[src/rtl/music_pkg.sv]
// ---------------------------------------------------------------------------
// music_pkg
// Shared definitions for the song sequencer:
//   - state_e       : player FSM states (IDLE / PLAY / PAUSE)
//   - HP_*          : note half-period counts in clock cycles for a 100 MHz
//                     clock (half-period = 100e6 / (2 * f_note))
//   - HP_REST       : half-period value meaning "no tone"
//   - halfPeriodOf  : helper to derive a half-period for other clock rates
// ---------------------------------------------------------------------------
package music_pkg;

  typedef enum logic [1:0] {
    IDLE  = 2'd0,
    PLAY  = 2'd1,
    PAUSE = 2'd2
  } state_e;

  localparam int HP_REST = 0;
  localparam int HP_C4   = 191110;
  localparam int HP_D4   = 170265;
  localparam int HP_E4   = 151686;
  localparam int HP_F4   = 143172;
  localparam int HP_G4   = 127551;
  localparam int HP_A4   = 113636;
  localparam int HP_B4   = 101239;
  localparam int HP_C5   = 95556;

  // Half-period in clock cycles of a square wave at toneHz.
  function automatic int halfPeriodOf(input int clkHz, input int toneHz);
    return clkHz / (2 * toneHz);
  endfunction

endpackage

[src/rtl/music_tone_div.sv]
// ---------------------------------------------------------------------------
// music_tone_div
// One tone channel: a half-period divider producing a 50 % square wave.
// Ports:
//   clk          in   system clock
//   reset        in   synchronous active-high reset
//   run          in   advance the divider this cycle (otherwise freeze count
//                     and force the tone low)
//   clear        in   restart the note at phase 0 (count 0, tone low)
//   half_period  in   HP_W-bit half-period in clock cycles, 0 = rest
//   tone         out  registered square wave
// ---------------------------------------------------------------------------
module music_tone_div #(
  parameter int HP_W = 20
) (
  input  logic            clk,
  input  logic            reset,
  input  logic            run,
  input  logic            clear,
  input  logic [HP_W-1:0] half_period,
  output logic            tone
);

  logic [HP_W-1:0] cnt_q;
  logic            tone_q;

  // Divider counter and output. Clear beats run so every beat change starts
  // the note at phase 0. When not running the count is held (so a paused note
  // resumes where it left off) but the output is silenced. The terminal test
  // uses >= so a half-period that shrinks mid-note still toggles on the next
  // comparison instead of wrapping the counter.
  always_ff @(posedge clk) begin
    if (reset) begin
      cnt_q  <= '0;
      tone_q <= 1'b0;
    end else if (clear) begin
      cnt_q  <= '0;
      tone_q <= 1'b0;
    end else if (!run) begin
      tone_q <= 1'b0;
    end else if (half_period == '0) begin
      cnt_q  <= '0;
      tone_q <= 1'b0;
    end else if (cnt_q >= half_period - 1'b1) begin
      cnt_q  <= '0;
      tone_q <= ~tone_q;
    end else begin
      cnt_q  <= cnt_q + 1'b1;
    end
  end

  assign tone = tone_q;

endmodule

[src/rtl/music_seq_player.sv]
// ---------------------------------------------------------------------------
// music_seq_player
// Multi-channel song sequencer: generates its own beat tick, steps a beat
// index through a song with play / pause / stop / loop control, and drives
// one square-wave tone per channel from an external half-period table.
// Optional feature macro: MUSIC_MIX_EN (time-division mix on audio_mix).
// Ports:
//   clk, reset     system clock, synchronous active-high reset
//   start          pulse: play from beat 0 (IDLE) or resume (PAUSE)
//   pause          pulse: freeze playback while playing
//   stop           pulse: return to IDLE from any state
//   loop_en        level: wrap to beat 0 after the last beat
//   half_period    NUM_CH*HP_W per-channel half-periods, 0 = rest
//   ibeat          current beat index (song table address)
//   playing        high while in PLAY
//   done           one-cycle pulse at a non-looping end of song
//   tone_out       per-channel square waves
//   audio_mix      single-pin mix of the channels
// ---------------------------------------------------------------------------
module music_seq_player #(
  parameter int CLK_HZ   = 100_000_000,
  parameter int BEAT_HZ  = 8,
  parameter int BEAT_LEN = 128,
  parameter int BEAT_W   = 8,
  parameter int NUM_CH   = 2,
  parameter int HP_W     = 20
) (
  input  logic                   clk,
  input  logic                   reset,
  input  logic                   start,
  input  logic                   pause,
  input  logic                   stop,
  input  logic                   loop_en,
  input  logic [NUM_CH*HP_W-1:0] half_period,
  output logic [BEAT_W-1:0]      ibeat,
  output logic                   playing,
  output logic                   done,
  output logic [NUM_CH-1:0]      tone_out,
  output logic                   audio_mix
);
  import music_pkg::*;

  localparam int PERIOD = CLK_HZ / BEAT_HZ;
  localparam int CNT_W  = (PERIOD > 1) ? $clog2(PERIOD) : 1;
  localparam logic [CNT_W-1:0]  CNT_LAST  = CNT_W'(PERIOD - 1);
  localparam logic [BEAT_W-1:0] LAST_BEAT = BEAT_W'(BEAT_LEN - 1);

  state_e              state_q, state_d;
  logic [CNT_W-1:0]    beatCnt_q, beatCnt_d;
  logic [BEAT_W-1:0]   ibeat_q, ibeat_d;
  logic                done_q, done_d;
  logic                playing_q;
  logic                beatTick;
  logic                runDiv;
  logic                clearDiv;
  logic [NUM_CH-1:0]   toneBus;

  // Beat tick is the terminal count of the beat counter while playing.
  assign beatTick = (state_q == PLAY) && (beatCnt_q == CNT_LAST);

  // Next-state logic. Commands are resolved stop > pause > start. The beat
  // counter and dividers only advance in PLAY when no command is leaving it,
  // so a pause freezes them at exactly the values seen in the pause cycle.
  // Any beat index change (step, wrap, stop, end of song) clears the
  // dividers so the next note starts at phase 0.
  always_comb begin
    state_d   = state_q;
    beatCnt_d = beatCnt_q;
    ibeat_d   = ibeat_q;
    done_d    = 1'b0;
    runDiv    = 1'b0;
    clearDiv  = 1'b0;
    unique case (state_q)
      IDLE: begin
        clearDiv  = 1'b1;
        ibeat_d   = '0;
        beatCnt_d = '0;
        if (!stop && !pause && start) begin
          state_d = PLAY;
        end
      end
      PLAY: begin
        if (stop) begin
          state_d   = IDLE;
          ibeat_d   = '0;
          beatCnt_d = '0;
          clearDiv  = 1'b1;
        end else if (pause) begin
          state_d = PAUSE;
        end else if (beatTick) begin
          beatCnt_d = '0;
          clearDiv  = 1'b1;
          if (ibeat_q == LAST_BEAT) begin
            ibeat_d = '0;
            if (!loop_en) begin
              state_d = IDLE;
              done_d  = 1'b1;
            end
          end else begin
            ibeat_d = ibeat_q + 1'b1;
          end
        end else begin
          beatCnt_d = beatCnt_q + 1'b1;
          runDiv    = 1'b1;
        end
      end
      PAUSE: begin
        if (stop) begin
          state_d   = IDLE;
          ibeat_d   = '0;
          beatCnt_d = '0;
          clearDiv  = 1'b1;
        end else if (start) begin
          state_d = PLAY;
        end
      end
      default: begin
        state_d   = IDLE;
        ibeat_d   = '0;
        beatCnt_d = '0;
        clearDiv  = 1'b1;
      end
    endcase
  end

  // State and registered outputs. playing is registered from the next state
  // so it lines up with the state and the ibeat update.
  always_ff @(posedge clk) begin
    if (reset) begin
      state_q   <= IDLE;
      beatCnt_q <= '0;
      ibeat_q   <= '0;
      done_q    <= 1'b0;
      playing_q <= 1'b0;
    end else begin
      state_q   <= state_d;
      beatCnt_q <= beatCnt_d;
      ibeat_q   <= ibeat_d;
      done_q    <= done_d;
      playing_q <= (state_d == PLAY);
    end
  end

  for (genvar c = 0; c < NUM_CH; c++) begin : g_ch
    music_tone_div #(
      .HP_W(HP_W)
    ) u_div (
      .clk         (clk),
      .reset       (reset),
      .run         (runDiv),
      .clear       (clearDiv),
      .half_period (half_period[c*HP_W +: HP_W]),
      .tone        (toneBus[c])
    );
  end

`ifdef MUSIC_MIX_EN
  localparam int SEL_W = (NUM_CH > 1) ? $clog2(NUM_CH) : 1;
  localparam logic [SEL_W-1:0] SEL_LAST = SEL_W'(NUM_CH - 1);

  logic [SEL_W-1:0] sel_q;
  logic             mix_q;

  // Time-division mix: visit one channel per clock and register its tone.
  always_ff @(posedge clk) begin
    if (reset) begin
      sel_q <= '0;
      mix_q <= 1'b0;
    end else begin
      sel_q <= (sel_q == SEL_LAST) ? '0 : sel_q + 1'b1;
      mix_q <= (state_q == PLAY) ? toneBus[sel_q] : 1'b0;
    end
  end

  assign audio_mix = mix_q;
`else
  assign audio_mix = toneBus[0];
`endif

  assign ibeat    = ibeat_q;
  assign playing  = playing_q;
  assign done     = done_q;
  assign tone_out = toneBus;

endmodule
[config.mk]
export PLATFORM = sky130hd
export DESIGN_NAME = music_seq_player
export DESIGN_NICKNAME = d
export VERILOG_FILES = /design/src/rtl/music_pkg.sv /design/src/rtl/music_tone_div.sv /design/src/rtl/music_seq_player.sv
export SDC_FILE = /design/constraint.sdc
export NUM_CORES = 1
export LEC_CHECK = 0
export ABC_AREA = 1
export CORE_ASPECT_RATIO = 1.25
export CORE_MARGIN = 4
export CORE_UTILIZATION = 30
export CTS_BUF_LIST = sky130_fd_sc_hd__clkbuf_4
export DETAILED_ROUTE_END_ITERATION = 10
export PLACE_DENSITY_LB_ADDON = 0.08
export SYNTH_ARGS = -nofsm -noshare
export SYNTH_HDL_FRONTEND = slang
export SYNTH_SLANG_ARGS = --single-unit
[constraint.sdc]
create_clock -name clk -period 3.2 [get_ports clk]
set_input_delay 0.48 -clock clk [delete_from_list [all_inputs] [get_ports clk]]
set_output_delay 0.48 -clock clk [all_outputs]
set_load 0.01 [all_outputs]
==> Yosys cells after proc, flatten, opt, wreduce, memory -nomap -nowiden <==
Cells that the tools add are included.
{ "op_classes": {"n_addsub": 6, "n_reduce_logical": 14, "div_mod_pow": 0, "shifts": 0, "n_eq_ne": 8, "muxes": 34, "n_lt_le_gt_ge": 2, "mul": 0, "bitwise": 6} }
{ "op_table": {"columns": ["op", "count"], "rows": [
  ["2-to-1 mux 24 bit", 4],
  ["2-to-1 mux 20 bit", 4],
  ["one-hot mux 24 bit (2 select lines)", 1],
  ["adder 20 x 1 -> 20 bit (second input constant)", 2],
  ["greater-or-equal comparator 20 bit", 2],
  ["logical NOT 20 bit", 2],
  ["2-to-1 mux 8 bit", 5],
  ["subtractor 20 x 1 -> 20 bit (second input constant)", 2],
  ["adder 24 x 1 -> 24 bit (second input constant)", 1],
  ["== test 24 bit (second input constant)", 1],
  ["2-to-1 mux 2 bit", 8],
  ["one-hot mux 8 bit (2 select lines)", 1],
  ["2-to-1 mux 1 bit", 9],
  ["adder 8 x 1 -> 8 bit (second input constant)", 1],
  ["== test 8 x 7 -> 1 bit (second input constant)", 1],
  ["OR reduction 4 bit", 2],
  ["inequality test 3 bit (second input constant)", 2],
  ["NOT 1 bit", 6],
  ["one-hot mux 2 bit (3 select lines)", 1],
  ["OR reduction 6 bit", 1],
  ["== test 2 x 1 -> 1 bit (second input constant)", 2],
  ["logical AND 1 bit", 3],
  ["AND reduction 3 bit", 1],
  ["== test 2 bit (second input constant)", 1],
  ["6 further kinds", 7]
]} }
{ "word_totals": {"elab_cells": 79, "latchBits": 0, "regBits": 78, "memories": 0, "mem_bits_rw": 0, "mem_bits_ro": 0} }

==> Depth between registers and ports, before layout <==
{ "depth": {"ltp_word": 8, "depth_mapped": 24} }

==> Modules after synthesis <==
Synthesis repeated with hierarchy kept, for this count alone.
{ "hier_totals": {"cells_unflattened": 1118, "hier_area_um2": 7113.1} }
{ "modules_own_cells": {"columns": ["mod", "n_inst", "area_per_inst_um2", "seq_area_each_um2", "cells_per_inst"], "rows": [
  ["music_tone_div", 2, 2423.6, 420.4, 394],
  ["music_seq_player", 1, 2265.9, 720.7, 330]
]} }

==> Worst setup path before layout <==
Ideal clock, no wire load.
{ "synth_timing": {"kind": "input to register", "startpoint": "input port half_period[0]", "endpoint": "register g_ch[0].u_div.cnt_q[8]", "t_arrival_ps": 2787, "t_required_ps": 3083, "slack_ps": 296, "path_buffers": 1, "cell_stages": 20, "path_cell_list": "inv_1 -> ha_1 -> inv_1 -> nor3_2 -> nand2_1 -> or2_1 -> nor2_1 -> xor2_1 -> inv_1 -> ha_1 -> nand2_1 -> nor2_1 -> and2_1 -> and3_1 -> nand2_1 -> nand3_1 -> nand2_2 -> nand2_1 -> buf_2 -> nor2_1"} }
{ "synth_via": {"elab_chain_len": 4, "word_cells_on_any_way": 5} }
{ "synth_rtl": {"columns": ["item", "line", "text"], "rows": [
  ["from (decl)", "music_seq_player.sv:34", "input logic [NUM_CH*HP_W-1:0] half_period,"],
  ["subtractor 20 x 1 -> 20 bit", "music_tone_div.sv:44", "end else if (cnt_q >= half_period - 1'b1) begin"],
  ["greater-or-equal comparator 20 bit", "music_tone_div.sv:44", null],
  ["2-to-1 mux 20 bit", "music_tone_div.sv:44", null],
  ["2-to-1 mux 20 bit (*)", "music_tone_div.sv:41", "end else if (half_period == '0) begin"],
  ["to (signal assigned)", "music_tone_div.sv:48", "cnt_q <= cnt_q + 1'b1;"],
  ["to (decl)", "music_tone_div.sv:24", "logic [HP_W-1:0] cnt_q;"]
]} }
Every way passes the cells marked *; elsewhere a longest branch is shown, timed or not.
A chain may end at the register's enable or synchronous reset.

==> Worst setup path in the final report <==
{ "layout_timing": {"startpoint": "input port half_period[5]", "endpoint": "register g_ch[0].u_div.cnt_q[4]"} }
Same word-level chain as after synthesis.

==> run summary <==
====================================================================================
Outcome                                                                    completed
Area post-placement                                                     0.00775 sq mm
Count of distinct cell types in the synthesized netlist                           44
Height of the die                                                             171 um
Adder-cell share of the synthesized area                                       10.2%
Initial cell density of the core                                               30.5%
Buffer type at the clock tree root                                          clkbuf_4
Total overflow reported by the global router                                       0
Leading cell type in the layout, fill and taps excluded                      nand2_1
Post-detailed-routing wire length                                            17.3 mm
DR iter-0 viols                                                                  245
Die boundary width                                                            138 um
Count of endpoints failing hold in the final timing report                         0
Final core utilization                                                         38.1%
Shortest period the worst path allows                                        2.97 ns
Worst skew pair latency                                                      0.46 ns
XOR/XNOR Fraction of Synth Area                                                7.15%
R2R Setup Slk                                                                0.68 ns
Gr usage total                                                                 14.8%
Sequential standard cell area                                           0.00156 sq mm
Synthesized Nets                                                                1125
Portion of netlist area occupied by mux cells                                     0%
Number of flops mapped to enable cells by yosys                                    0
Total of fill cells in the finished design                                      2323
Arr. time, crit path                                                         3.32 ns
Primary flip-flop cell chosen by synthesis mapping                           dfxtp_1
Slowest cell on the critical path                                       clkdlybuf4s50_1
Worst hold slack after final layout                                         0.507 ns
Avg Inst Size Synth                                                       6.20 sq um
Crit Path Category                                                      input port to register
Combinational family with the most area after synthesis                 simple AND/OR/NAND/NOR gates
Share of flip-flops with an asynchronous set or reset after synthesis             0%
Internal power                                                               1.45 mW
Number of detailed-route iterations in the first pass                              4
Max-slew violation count                                                           0
Part of the power in combinational logic                                       14.6%
Tightest Pin Transition                                                     0.608 ns
Count of yosys warnings during synthesis                                           0
Net Sw Frac                                                                    27.2%
Worst-case vdd ir drop                                                        196 uV
Max_cap viols                                                                      0
Worst hold path depth                                                              2
Initial antenna violation count                                                    1
Number of cell instances on the worst register-to-register path                   13
Maximum clock path buffer count                                                    2
Seq/Total Area, Yosys                                                          24.5%
Total DRC errors in the routed layout                                              0
Number of cells produced by synthesis                                           1027
Yosys top cell by area                                                       dfxtp_1
Row count                                                                         59
Sequential share of power                                                      49.0%
Final instance area                                                     0.00796 sq mm
Clock skew                                                                 0.0320 ns
Slew margin rel.                                                               59.0%
Global-route wire length before repair                                       28.9 mm
Leakage                                                                      3.65 nW
Power density relative to cell area                                      250 mW/mm^2
H-tree depth                                                                       3
CTS Sinks                                                                         78
Core region area                                                        0.0209 sq mm
Endpoint of the lowest-slack register-to-register path                  beatCnt_q[16]$_SDFFE_PP0P_
Seq cells post-synth                                                              78
Area share of the largest cell type after synthesis                            24.5%
Leading post-synthesis cells by cell area                               dfxtp_1 (25%), nand2_1 (16%), nor2_1 (11%), ha_1 (10%), inv_1 (9.3%)
Critical path launch point type                                           input port
Proportion of layout cells with a drive suffix above 1                         11.8%
Routed wire length per instance                                              12.0 um
Worst setup EP type                                                         register
Post-Synthesis Cell Area                                                0.00637 sq mm
Ports                                                                             59
Power share of the clock group                                                 36.3%
Worst setup path endpoint                                               g_ch[0].u_div.cnt_q[4]$_SDFFE_PP0P_
Via count                                                                       6385
Final Wtd Congestion                                                           0.788
RSZ-0062 raised after global routing                                              no
Final net count                                                                 1256
Vias in the first global route                                                  6085
Worst endpoint required time                                                 3.55 ns
Antenna viol nets, final                                                           0
Commonest cells after routing, fill and taps aside                      nand2_1 (264), nor2_1 (176), inv_1 (158), dfxtp_1 (78), buf_4 (76)
Number of input and output port buffers inserted                                  58
Avg Vias per Cell                                                               4.44
Estimated wirelength of the detail-placed design                             13.9 mm
CP max FO                                                                         10
Clock-pin transition on the worst setup and hold timing paths                0.15 ns
Startpoint of the most critical register-to-register path               state_q[1]$_SDFF_PP0_
Area delta synth->final                                                        25.0%
Maximum cell stage delay along the critical path                             0.44 ns
Area share of and/or/nand/nor cells after synthesis                            40.0%
Top cell by count, worst path                                                nand2_1
Clock tree from TritonCTS                                                        yes
Setup tns final                                                                 0 ns
Crit path from                                                          half_period[5]
Area taken by multi-input logic gates                                   0.00409 sq mm
Area of the die                                                         0.0236 sq mm
Final period utilization                                                       92.8%
Maximum number of pins on one net before global-route repair                      29
# setup viols final                                                                0
Class of the tightest hold or removal check                             register to register
Worst-path cell chain                                                   clkdlybuf4s50_1 -> nor2_1 -> nand2_1 -> nor3_4 -> nand2_1 -> or2_1 -> nor2_1 -> xor2_1 -> inv_1 -> ha_1 -> nand2_1 -> nor2_1 -> and2_1 -> and3_1 -> nand2_1 -> nand3_1 -> nand2_2 -> nand2_1 -> buf_12 -> nor2_1
Net switching component of the power                                          543 uW
Number of buffers added by the clock tree synthesis step                           9
Compound-gate portion of the synthesized area                                  6.34%
Highest Clock Rate                                                           337 MHz
====================================================================================
-- final cells by class --
| cell class | count | share of cell area [%] |
|---|---|---|
| Inverter | 168 | 7.92 |
| Sequential cell | 78 | 19.6 |
| Tap cell | 274 | 4.30 |
| Antenna cell | 2 | 0.0628 |
| Clock buffer | 10 | 0.943 |
| Multi-Input combinational cell | 766 | 51.3 |
| Clock inverter | 6 | 1.16 |
| Timing Repair Buffer | 135 | 14.7 |
-- sequential cells by signal, indices dropped and copies added (netlist names) --
signal and count:
g_ch.u_div.cnt_q 40, beatCnt_q 24, ibeat 8, g_ch.u_div.tone 2
state_q 2, done 1, playing 1
-- per-layer routing --
metal / global-route usage, % / up-vias / part of all wire, %
met5: 0 / - / 0
met4: 3.87 / 0 / 1.1
met3: 2.38 / 15 / 2.4
met2: 26.6 / 65 / 48
met1: 18.4 / 2823 / 48
li1: - / 3482 / -
-- synth_stat cells (all sizes together) (3+ instances only) --
cell    instances
a31o            3
ha             52
dfxtp          78
nor4            4
a21o            3
nor2          189
nand4          26
nand3b          4
o21ai          19
buf            14
o21bai          3
xnor2          12
o21a            3
a21oi          34
nand3          59
xor2           40
inv           168
nor3           25
nand2         276
-- kinds of logic after synthesis --
logic type               count (synthesis)
AO/OA/AOI/OAI                           71
XOR/XNOR                                52
adder cells (fa/ha/maj)                 52
buffers and inverters                  183
flip-flops                              78
AND/OR/NAND/NOR                        591
-- power by group through the flow --
stage	combinational [mW]	sequential, mW	clock [mW]
3_5_place_dp	0.294	0.999	0
4_1_cts	0.296	0.978	0.765
5_1_grt	0.329	0.979	0.801
3_3_place_gp	0.295	0.999	0
6_report	0.291	0.978	0.725
2_1_floorplan	0.133	0.999	0
-- how the worst min path moves through the flow --
stage,from,end,slack [ns]
5_1_grt,g_ch[1].u_div.tone$_SDFFE_PP0P_,g_ch[1].u_div.tone$_SDFFE_PP0P_,0.54
3_3_place_gp,beatCnt_q[0]$_SDFFE_PP0P_,beatCnt_q[0]$_SDFFE_PP0P_,0.49
3_5_place_dp,beatCnt_q[4]$_SDFFE_PP0P_,beatCnt_q[4]$_SDFFE_PP0P_,0.49
2_1_floorplan,g_ch[0].u_div.cnt_q[18]$_SDFFE_PP0P_,g_ch[0].u_div.cnt_q[18]$_SDFFE_PP0P_,0.46
4_1_cts,beatCnt_q[4]$_SDFFE_PP0P_,beatCnt_q[4]$_SDFFE_PP0P_,0.51
6_report,beatCnt_q[4]$_SDFFE_PP0P_,beatCnt_q[4]$_SDFFE_PP0P_,0.51
-- through the flow --
stage | power [mW] | std cells | setup slack [ns]
6_report | 1.99 | 1439 | 0.231
5_1_grt | 2.11 | 1439 | 0.0109
4_1_cts | 2.04 | 1436 | 0.115
3_5_place_dp | 1.29 | 1420 | -0.374
3_3_place_gp | 1.29 | 1420 | -0.306
2_1_floorplan | 1.13 | 1027 | 0.296
-- timing repair --
action | 4_1_cts | 5_1_grt
resized for setup | 0 | 8
endpoints found under the setup margin | 0 | 36
setup buffers | 0 | 1
hold buffers | 0 | 0
-- worst max-delay path: cells and delay by family --
kind                       cells  cell delay (ns)
and+or+nand+nor               15             1.77
buffers and inverters          3             0.64
adders and majority gates      1             0.27
xor gates and xnor gates       1             0.16
Note: power is estimated with default switching activity, not from simulation.
